**src/rtl/arbitro_mux4.sv**
```systemverilog
// arbitro_mux4: round-robin 4:1 arbiter plus registered data mux; define ARBITRO_TIMEOUT_EN for the MAX_HOLD forced release.
// Latency: grant one edge after req, OUT/valido one edge after grant; at least a 2-cycle gap between grants.
// Backpressure: none downstream; a requester keeps the bus while its req stays high (bounded by MAX_HOLD with timeout).
module arbitro_mux4 #(
  parameter int BITS     = 6,
  parameter int MAX_HOLD = 15
) (
  input  logic            clock,
  input  logic            reset,
  input  logic [3:0]      req,
  input  logic [BITS-1:0] D0,
  input  logic [BITS-1:0] D1,
  input  logic [BITS-1:0] D2,
  input  logic [BITS-1:0] D3,
  output logic [3:0]      grant,
  output logic [1:0]      sel,
  output logic [BITS-1:0] OUT,
  output logic            valido,
  output logic            ocupado,
  output logic            expirou
);

  typedef enum logic [1:0] {
    OCIOSO  = 2'd0,
    CONCEDE = 2'd1,
    LIBERA  = 2'd2
  } estado_t;

  estado_t         estado, prox;
  logic [1:0]      ultimo;
  logic [1:0]      cand;
  logic [1:0]      vencedor;
  logic            tem_req;
  logic            entra;
  logic            fim_tempo;
  logic [BITS-1:0] dado_sel;

  // Search starts right after the last winner, so it drops to lowest priority.
  always_comb begin
    cand     = 2'd0;
    vencedor = ultimo;
    tem_req  = 1'b0;
    for (int k = 1; k <= 4; k++) begin
      cand = ultimo + k[1:0];
      if (!tem_req && req[cand]) begin
        vencedor = cand;
        tem_req  = 1'b1;
      end
    end
  end

  assign entra = (estado == OCIOSO) && tem_req;

  always_comb begin
    case (sel)
      2'd0:    dado_sel = D0;
      2'd1:    dado_sel = D1;
      2'd2:    dado_sel = D2;
      default: dado_sel = D3;
    endcase
  end

  always_comb begin
    prox = estado;
    case (estado)
      OCIOSO:  if (tem_req) prox = CONCEDE;
      CONCEDE: if (!req[sel] || fim_tempo) prox = LIBERA;
      LIBERA:  prox = OCIOSO;
      default: prox = OCIOSO;
    endcase
  end

  always_ff @(posedge clock) begin
    if (reset) begin
      estado <= OCIOSO;
      grant  <= '0;
      sel    <= '0;
      ultimo <= 2'd3;
      OUT    <= '0;
      valido <= 1'b0;
    end else begin
      estado <= prox;
      valido <= (estado == CONCEDE);
      if (estado == CONCEDE) OUT <= dado_sel;
      if (entra) begin
        sel    <= vencedor;
        ultimo <= vencedor;
        grant  <= 4'b0001 << vencedor;
      end else if (prox != CONCEDE) begin
        grant  <= '0;
      end
    end
  end

  assign ocupado = (estado != OCIOSO);

`ifdef ARBITRO_TIMEOUT_EN
  localparam int CW = $clog2(MAX_HOLD + 1);

  logic [CW-1:0] cnt;

  // A release on the same edge wins over the timeout, so expirou needs req[sel] still high.
  assign fim_tempo = (estado == CONCEDE) && req[sel] && (cnt == CW'(MAX_HOLD - 1));

  always_ff @(posedge clock) begin
    if (reset) begin
      cnt     <= '0;
      expirou <= 1'b0;
    end else begin
      expirou <= fim_tempo;
      if (entra)
        cnt <= '0;
      else if ((estado == CONCEDE) && (cnt != {CW{1'b1}}))
        cnt <= cnt + 1'b1;
    end
  end
`else
  assign fim_tempo = 1'b0;
  assign expirou   = 1'b0;

  if (MAX_HOLD < 1) begin : g_max_hold_invalido
  end
`endif

endmodule

```
**config.mk**
```make
export PLATFORM = sky130hd
export DESIGN_NAME = arbitro_mux4
export DESIGN_NICKNAME = d
export VERILOG_FILES = /design/src/rtl/arbitro_mux4.sv
export SDC_FILE = /design/constraint.sdc
export NUM_CORES = 1
export LEC_CHECK = 0
export CAP_MARGIN = 20
export CORE_UTILIZATION = 60
export CTS_CLUSTER_SIZE = 30
export DETAILED_ROUTE_END_ITERATION = 10
export DONT_BUFFER_PORTS = 1
export GPL_ROUTABILITY_DRIVEN = 0
export PLACE_DENSITY = 0.84
export SKIP_LAST_GASP = 1
export SLEW_MARGIN = 20
export SYNTH_ARGS = -nofsm -noshare
export SYNTH_HDL_FRONTEND = slang
export SYNTH_SLANG_ARGS = --single-unit
```
**constraint.sdc**
```tcl
create_clock -name clock -period 2.15 [get_ports clock]
set_input_delay 0.43 -clock clock [delete_from_list [all_inputs] [get_ports clock]]
set_output_delay 0.43 -clock clock [all_outputs]
set_load 0.05 [all_outputs]
```
==> metrics.cfg, run 1 <==
[run_status]
status=finished clean

[sta]
post-route-period-util_pct=73.4
rsz0062_at_grt=no
worst_pin_slew_ps=534
hold_viol_final=0
timing.final.max_slew_violations=0
relSlewSlack_pct=64.4
worst_clock_skew_ps=3.10
clock.fmax_mhz=634
min_period_ps=1580
finalSetupViolations=0
tns_ps=0

[place]
io_buffer_count=0
hpwl_mm=1.48
placed_cell_area_sq_um=892

[logic_synthesis]
yosys.area_share.adder_pct=0
ys.flop_type=dfxtp_1
syn_inst=91
synth_xor_area_share_pct=0
synth_top_family_by_area=multiplexers
async_reset_ff_share_pct=0
syn_area_sq_um=913
synth_edf_count=0
syn_nets=121
syn_area_per_cell_sq_um=10.0
muxShareOfSynthArea_pct=19.7
yosys.area_share.simple_pct=17.5
synth-compound-area-share_pct=18.2
yosys_warnings=0
ys_ff_latch=17
ys_seq_area_share_pct=37.3
synthDistinctLibCells=27

[global_route]
overflow=0
grt_max_degree=18
antenna_found_initial=0
grt_pass1_vias=686
grtUsageTotal_pct=24.5
grt_pass1_wl_mm=2.67

[floorplan]
die-area_sq_um=1680
die_height_um=41.0
ios=45
core_area_sq_um=1350
die_w_um=41.0
num_rows=13
start_util_pct=67.7

[final_layout]
finalInstanceArea_sq_um=920
syn_to_final_growth_pct=0.685
n_fill_cell=111
seqCellArea_sq_um=340
drive_gt1_share_pct=12.1
layout.nets=122
antennaDiodeCount=0
multi_input_area_sq_um=510

[clock_network]
cts.sinks=17
cts_root_buffer=clkbuf_4
cts_setup_buffers=0
htree_num_levels=1
cts_tree=yes
path_clk_slew_ps=100
insertion_delay_ps=280
cts_resized=0
cts_buffer_depth=2
ctsHoldBuffers=0
cts_made_buffers=3

[drt]
finalWirelength_mm=1.90
wire_per_inst_um=18.0
drcViolationCount=0
drt_first_iter_violations=32
viasPerCell=6.84
antenna_left=0
firstDrtPassIters=5
route.vias.total=725

[min_path]
hold_class=in2reg

[setup_path]
crit_fanout=6
cp-end-kind=flop
cp_data_required_time_ps=2330
arrival_ps=1750
startpoint_type=flop
crit_type=reg2reg

[pwr]
vdd_drop_max_v=0.000527
power.leakage_nw=0.351
power_density_nw_per_um2=975

[run]
drv_cap=0

cells in the mapped netlist (all sizes together) (2+ instances only):
cell type	instances	area, sq um
dfxtp	17	340
nand2	17	63.8
a21oi	12	60.1
mux4	7	180
nor2	6	22.5
buf	4	37.5
nor2b	3	18.8
nor3	3	15.0
o21ai	3	15.0
a21o	2	16.3
a32o	2	20.0
clkbuf	2	17.5
inv	2	7.51
o41ai	2	17.5
power breakdown:
| part | switching (mW) | internal (mW) | total (mW) |
|---|---|---|---|
| Combinational | 0.151 | 0.104 | 0.255 |
| Sequential | 0.116 | 0.357 | 0.473 |
| Clock | 0.100 | 0.0690 | 0.169 |
placed cells by master, fill, tap and decap left out:
| cell type | Yosys | final |
|---|---|---|
| a211oi_1 | 1 | 1 |
| nand2b_1 | 1 | 1 |
| dfxtp_1 | 17 | 17 |
| o21ai_0 | 3 | 3 |
| a32o_1 | 2 | 2 |
| a21o_2 | 1 | 1 |
| or2b_2 | 1 | 1 |
| clkinv_2 | 0 | 1 |
| mux4_2 | 1 | 1 |
| a221oi_2 | 1 | 1 |
| o21a_1 | 1 | 1 |
| buf_4 | 2 | 2 |
| or2_1 | 1 | 1 |
| nand2_1 | 17 | 17 |
| nor2b_1 | 3 | 3 |
| clkbuf_4 | 0 | 3 |
| mux4_1 | 6 | 6 |
| conb_1 | 1 | 1 |
| nor3b_4 | 1 | 1 |
| nor2_1 | 6 | 6 |
| a21o_1 | 1 | 1 |
| o211ai_1 | 1 | 1 |
| nor3_1 | 3 | 3 |
| inv_1 | 2 | 2 |
| a21oi_1 | 12 | 12 |
| o41ai_1 | 2 | 2 |
state kept, by name, summed over array words and instances (netlist names):
signal and flops:
OUT 6, estado 2, grant 4, sel 2, ultimo 2, valido 1
logic make-up (layout without fill, tap and decap cells):
kind of cell	count (synthesis)	after routing
compound gates	25	25
buf+inv	8	8
flops	17	17
mux	7	7
other cells	1	1
simple gates	33	33
per-layer routing:
metal | wire length (um) | track usage (%) | up-vias
li1 | - | - | 334
met1 | 655 | 28.9 | 318
met2 | 992 | 43.0 | 63
met3 | 198 | 5.98 | 10
met4 | 56 | 7.50 | 0
met5 | 0 | 0 | -
through the flow:
| stage | std cells | worst slack, ps | util (%) | hold slack, ps | total power, mW |
|---|---|---|---|---|---|
| floorplan | 91 | 328 | - | 531 | 0.705 |
| finish | 106 | 573 | 68.1 | 197 | 0.897 |
| global route | 106 | 490 | 68.1 | 178 | 0.940 |
| CTS | 106 | 561 | 68.1 | 199 | 0.896 |
| global placement | 102 | 681 | 66.1 | 501 | 0.719 |
| detailed placement | 102 | 593 | 66.1 | 503 | 0.733 |
critical path: stages, from the launching register on:
cell and delay [ps]:
dfxtp_1 330, or2_1 440, a21o_2 330, o41ai_1 370
path summary, 6_finish.rpt:
check              end  slack (ps)  cells past startpoint      start
min reg2reg  ultimo[0]         630                      2  ultimo[0]
max reg2reg   grant[1]         570                      3  estado[0]
max           grant[1]         570                      3  estado[0]
min             OUT[2]         200                      1      reset
final cells by class:
| cell class | instances | share of cell area (%) |
|---|---|---|
| Tap cell | 15 | 2.04 |
| Multi-Input combinational cell | 66 | 55.5 |
| Clock inverter | 1 | 0.544 |
| Timing Repair Buffer | 2 | 1.63 |
| Inverter | 2 | 0.816 |
| Sequential cell | 17 | 37.0 |
| Clock buffer | 3 | 2.45 |
No activity file was read; power rests on OpenSTA's default activity.
==> run 2: changes to the inputs <==
Settings changed: CORE_UTILIZATION 60 to 54, PLACE_DENSITY 0.84 to 0.8.
Clock period 2.15 ns to 1.4 ns, I/O delays scaled along.
==> run 2 against run 1 <==
Utilization shrank 6.2 points. Global-route usage decreased by 2.6 points. Total power rose by 57%. Sequential power increased by 55%. Clock-buffer cell count is the same. Register-to-register slack lost 570 ps. Wire length increased by 7.9%. Maximum frequency up 13%. Clock power rose by 55%. Setup slack lost 570 ps. Sequential share of layout area is 0.83 points lower. Critical endpoint is now grant[2]. Highest routed layer unchanged.
==> metrics.cfg, run 2 (synthesis results as in run 1) <==
[run_status]
status=finished clean  ; unchanged

[global_route]
grtUsageTotal_pct=21.9  ; was 24.5%
grt_max_degree=18  ; unchanged
overflow=0  ; unchanged
antenna_found_initial=0  ; unchanged
grt_pass1_vias=653  ; was 686
grt_pass1_wl_mm=2.97  ; was 2.67 mm

[drt]
finalWirelength_mm=2.05  ; was 1.90 mm
viasPerCell=6.32  ; was 6.84
firstDrtPassIters=4  ; was 5
wire_per_inst_um=18.7  ; was 18.0 um
drt_first_iter_violations=22  ; was 32
antenna_left=0  ; unchanged
drcViolationCount=0  ; unchanged
route.vias.total=695  ; was 725

[floorplan]
num_rows=14  ; was 13
die-area_sq_um=1860  ; was 1680 sq um
start_util_pct=59.3  ; was 67.7%
core_area_sq_um=1540  ; was 1350 sq um
die_w_um=43.1  ; was 41.0 um
ios=45  ; unchanged
die_height_um=43.1  ; was 41.0 um

[sta]
worst_clock_skew_ps=2.28  ; was 3.10 ps
min_period_ps=1400  ; was 1580 ps
tns_ps=0  ; unchanged
timing.final.max_slew_violations=0  ; unchanged
relSlewSlack_pct=64.6  ; was 64.4%
rsz0062_at_grt=yes  ; was no
hold_viol_final=0  ; unchanged
finalSetupViolations=0  ; unchanged
worst_pin_slew_ps=530  ; was 534 ps
hold_slack_ps=42.6  ; was 197 ps
clock.fmax_mhz=716  ; was 634 MHz
post-route-period-util_pct=99.8  ; was 73.4%

[clock_network]
cts.sinks=17  ; unchanged
cts_buffer_depth=2  ; unchanged
cts_made_buffers=3  ; unchanged
cts_tree=yes  ; unchanged
cts_resized=0  ; unchanged
cts_setup_buffers=0  ; unchanged
insertion_delay_ps=280  ; about the same
path_clk_slew_ps=100  ; about the same
ctsHoldBuffers=0  ; unchanged
cts_root_buffer=clkbuf_4  ; unchanged
htree_num_levels=1  ; unchanged

[min_path]
hold_class=in2reg  ; unchanged

[final_layout]
final_cell_mix=nand2_1 (17), dfxtp_1 (15), a21oi_1 (12)  ; was dfxtp_1 (17), nand2_1 (17), a21oi_1 (12)
regMostFlops=OUT  ; unchanged
syn_to_final_growth_pct=4.52  ; was 0.685%
mostFrequentLayoutCell=nand2_1
largest_reg_flops=6  ; unchanged
largestRegisters=OUT x6, grant x4  ; unchanged
drive_gt1_share_pct=18.1  ; was 12.1%
antennaDiodeCount=0  ; unchanged
layout.nets=125  ; was 122

[pwr]
power_mw=1.41  ; was 0.897 mW
power.switching_mw=0.567  ; was 0.367 mW
power.leakage_nw=0.368  ; was 0.351 nW
internal-power_mw=0.842  ; was 0.530 mW
p_clk_share_pct=18.6  ; was 18.9%
swShare_pct=40.2  ; was 40.9%
vdd_drop_max_v=0.000699  ; was 0.000527 V
power_density_nw_per_um2=1480  ; was 975 nW/um^2
p_comb_share_pct=29.5  ; was 28.4%
power_frac_seq_pct=51.9  ; was 52.8%

[setup_path]
crit_family=multiplexers  ; was compound AO/OA/AOI/OAI gates
arrival_ps=1580  ; was 1750 ps
path_cells=mux4_2 -> nor3b_4 -> a32o_1  ; was or2_1 -> a21o_2 -> o41ai_1
cp_data_required_time_ps=1590  ; was 2330 ps
cp-end-kind=flop  ; unchanged
crit_type=reg2reg  ; unchanged
startpoint_type=flop  ; unchanged
slowest_delay_ps=540  ; was 440 ps
crit_fanout=4  ; was 6
crit_slowest_cell=mux4_2  ; was or2_1
cp_num_buf_inv=0  ; unchanged

[run]
drv_cap=0  ; unchanged

[place]
hpwl_mm=1.57  ; was 1.48 mm
io_buffer_count=0  ; unchanged

==> run 2: cell types whose count changed in the layout (fill, tap and decap cells not counted) <==
cell / previous run / this run
nor2b_1: 3 / 2
dfxtp_4: 0 / 1
dfxtp_2: 0 / 1
nor2b_2: 0 / 1
dfxtp_1: 17 / 15
buf_4: 2 / 4
buf_6: 0 / 1
==> run 2: stage by stage <==
stage                     setup WS, ps  std cells  area [sq um]  util (%)
after CTS                        0.146        110           948      61.5
final                             2.63        110           955      61.9
after detailed placement          12.6        106           921      59.7
after floorplan                   -169         91           918         -
after global placement            73.5        106           921      59.7
after global routing             -25.0        110           955      61.9
==> run 2: area by class of cell <==
| type | instances | area (sq um) |
|---|---|---|
| Fill cell | 132 | 587 |
| Timing Repair Buffer | 5 | 41.3 |
| Tap cell | 16 | 20.0 |
| Clock buffer | 3 | 22.5 |
| Multi-Input combinational cell | 66 | 513 |
| Inverter | 2 | 7.51 |
| Clock inverter | 1 | 5.00 |
| Sequential cell | 17 | 345 |
==> run 2: power groups by stage <==
stage	Combinational, mW	Clock [mW]	Sequential, mW
floorplan	0.323	0	0.764
global placement	0.395	0	0.738
detailed placement	0.410	0	0.742
CTS	0.410	0.263	0.730
global route	0.450	0.284	0.740
finish	0.415	0.262	0.731
==> run 2: worst reg2reg max path, delay by kind of cell (launching register included) <==
kind | cells | cell delay, ps
and+or+nand+nor | 1 | 190
DFF | 1 | 360
AOI/OAI and AO/OA | 1 | 210
muxes | 1 | 540
==> run 2: path summary, 6_finish.rpt <==
kind | depth (start not counted) | from | to | slack, ps
worst max register to register | 3 | sel[0] | grant[2] | 3
worst min-delay path | 1 | reset | sel[0] | 40
worst min register to register | 2 | ultimo[1] | ultimo[1] | 630
worst max-delay path | 3 | sel[0] | grant[2] | 3
==> run 2: metal layers <==
layer  vias up  global-route usage (%)  routed length [um]
li1        342                       -                   -
met1       321                    26.9                 806
met2        30                    37.3                1080
met3         2                    5.11                 158
met4         0                    7.27                  13
met5         -                       0                   0
==> run 3: changes to the inputs <==
Settings changed: CORE_UTILIZATION 54 to 25, PLACE_DENSITY 0.8 to 0.48.
==> run 3 against run 2 <==
The flow now finishes with violations (setup timing). Total power grew 2.3%. First-iteration DRC count shrank 23%. Critical endpoint is now grant[0]. Cell count grew 31%. Worst hold slack lost 16 ps. Wire length grew 6.0%. Via count grew 1.3%. Highest routed layer unchanged. Sequential cell count is the same. Utilization shrank 32 points. Register-to-register slack is essentially flat. Critical path type unchanged. Setup slack lost 3.5 ps. Critical path depth is the same.
==> metrics.cfg, run 3 (synthesis results as in run 1) <==
[run_status]
status=finished with violations  ; was finished clean
failed_checks=setup timing

[final_layout]
final_cell_mix=nand2_1 (17), dfxtp_1 (15), a21oi_1 (11)  ; was nand2_1 (17), dfxtp_1 (15), a21oi_1 (12)
largest_reg_flops=6  ; unchanged
fin_cells=144  ; was 110
drive_gt1_share_pct=19.4  ; was 18.1%
largestRegisters=OUT x6, grant x4  ; unchanged
syn_to_final_growth_pct=12.9  ; was 4.52%
regMostFlops=OUT  ; unchanged
final_util_pct=30.2  ; was 61.9%
layout.nets=129  ; was 125
n_fill_cell=364  ; was 132
antennaDiodeCount=0  ; unchanged
mostFrequentLayoutCell=nand2_1  ; unchanged
finalInstanceArea_sq_um=1030  ; was 955 sq um

[setup_path]
reg2reg_depth=3  ; unchanged
crit_fanout=4  ; unchanged
arrival_ps=1590  ; was 1580 ps
crit_slowest_cell=mux4_2  ; unchanged
cp_num_buf_inv=0  ; unchanged
path_cells=mux4_2 -> nor3b_4 -> a32o_1  ; unchanged
rr_startpoint=sel[0]  ; unchanged
r2r_end=grant[0]  ; was grant[2]
cp-end-kind=flop  ; unchanged
r2r_setup_slack_ps=-0.8  ; was 3 ps
startpoint_type=flop  ; unchanged
crit_type=reg2reg  ; unchanged
cp_data_required_time_ps=1590  ; about the same
crit_family=multiplexers  ; unchanged
slowest_delay_ps=520  ; was 540 ps

[clock_network]
cts.sinks=17  ; unchanged
insertion_delay_ps=300  ; was 280 ps
cts_made_buffers=3  ; unchanged
htree_num_levels=1  ; unchanged
path_clk_slew_ps=120  ; was 100 ps
cts_root_buffer=clkbuf_4  ; unchanged
cts_tree=yes  ; unchanged
cts_buffer_depth=2  ; unchanged
cts_setup_buffers=0  ; unchanged

[drt]
finalWirelength_mm=2.18  ; was 2.05 mm
route.vias.total=704  ; was 695
drt_first_iter_violations=17  ; was 22
antenna_left=0  ; unchanged
wire_per_inst_um=15.1  ; was 18.7 um
firstDrtPassIters=4  ; unchanged
drcViolationCount=0  ; unchanged
viasPerCell=4.89  ; was 6.32

[pwr]
power.switching_mw=0.584  ; was 0.567 mW
p_comb_share_pct=31.6  ; was 29.5%
power.leakage_nw=0.383  ; was 0.368 nW
swShare_pct=40.5  ; was 40.2%
p_clk_share_pct=19.4  ; was 18.6%
power_frac_seq_pct=49.0  ; was 51.9%
power_mw=1.44  ; was 1.41 mW
internal-power_mw=0.857  ; was 0.842 mW
vdd_drop_max_v=0.000372  ; was 0.000699 V
power_density_nw_per_um2=1400  ; was 1480 nW/um^2

[sta]
post-route-period-util_pct=100  ; was 99.8%
tns_ps=-0.834  ; was 0 ps
rsz0062_at_grt=yes  ; unchanged
worst_clock_skew_ps=14.5  ; was 2.28 ps
hold_viol_final=0  ; unchanged
min_period_ps=1400  ; about the same
finalSetupViolations=1  ; was 0
clock.fmax_mhz=714  ; was 716 MHz
timing.final.max_slew_violations=0  ; unchanged
relSlewSlack_pct=65.1  ; was 64.6%
hold_slack_ps=26.9  ; was 42.6 ps
setup_ws_ps=-0.834  ; was 2.63 ps
worst_pin_slew_ps=523  ; was 530 ps

[place]
io_buffer_count=0  ; unchanged
place_ws_ps=39.6  ; was 12.6 ps
placed_cell_area_sq_um=973  ; was 921 sq um
hpwl_mm=1.65  ; was 1.57 mm
dp.cells=138  ; was 106

[global_route]
grtUsageTotal_pct=11.0  ; was 21.9%
grt_max_degree=18  ; unchanged
overflow=0  ; unchanged
grt_pass1_wl_mm=3.30  ; was 2.97 mm
grt_pass1_vias=626  ; was 653
antenna_found_initial=0  ; unchanged

[floorplan]
core_area_sq_um=3420  ; was 1540 sq um
num_rows=21  ; was 14
start_util_pct=26.7  ; was 59.3%
die_height_um=62.4  ; was 43.1 um
die-area_sq_um=3900  ; was 1860 sq um
die_w_um=62.4  ; was 43.1 um
ios=45  ; unchanged

[min_path]
hold_class=in2reg  ; unchanged
holdPathStages=1  ; unchanged
hold_start=reset  ; unchanged
hold_end=sel[0]  ; unchanged

[run]
drv_cap=0  ; unchanged

## run 3: cell count changes in the layout (fill, tap and decap cells not counted)
| cell | delta |
|---|---|
| a21oi_1 | -1 |
| a21oi_2 | +1 |
| buf_4 | +2 |
| clkinv_2 | -1 |
| clkinvlp_4 | +1 |
| dlygate4sd3_1 | +2 |
| nor2b_1 | +1 |
| nor2b_2 | -1 |
## run 3: area by class of cell
| type | instances | area [sq um] | area share (%) |
|---|---|---|---|
| flip-flops and latches | 17 | 345 | 33.5 |
| inverters | 2 | 7.51 | 0.728 |
| clock buffers | 3 | 22.5 | 2.18 |
| clock inverters | 1 | 7.51 | 0.728 |
| well taps | 46 | 57.6 | 5.58 |
| repair buffers | 9 | 76.3 | 7.40 |
| multi-input cells | 66 | 514 | 49.9 |
## run 3: how the worst max path moves through the flow
stage | startpoint | endpoint | slack [ps] | cells after the start
4_1_cts | sel[0] | grant[2] | 6 | 3
2_1_floorplan | sel[0] | grant[0] | -170 | 4
3_3_place_gp | sel[0] | grant[2] | 50 | 3
6_report | sel[0] | grant[0] | -0.8 | 3
5_1_grt | sel[0] | grant[2] | -50 | 3
3_5_place_dp | sel[0] | grant[2] | 40 | 3
## run 3: power by group through the flow
stage	Sequential [mW]	Combinational [mW]	Clock (mW)
floorplan	0.764	0.323	0
global placement	0.719	0.441	0
detailed placement	0.719	0.442	0
CTS	0.708	0.443	0.287
global route	0.717	0.495	0.319
finish	0.706	0.456	0.279
## run 3: per-layer routing
layer | share of wire (%) | track usage, %
met1 | 47 | 15.1
met3 | 4.5 | 2.37
met5 | 0 | 0
met2 | 48 | 15.8
met4 | 1.1 | 6.10
## run 3: what timing repair did
action / CTS / global route
resized for setup: 0 / 2
hold buffers: 0 / 2
endpoints found under the hold margin: 0 / 1
endpoints found under the setup margin: 0 / 5
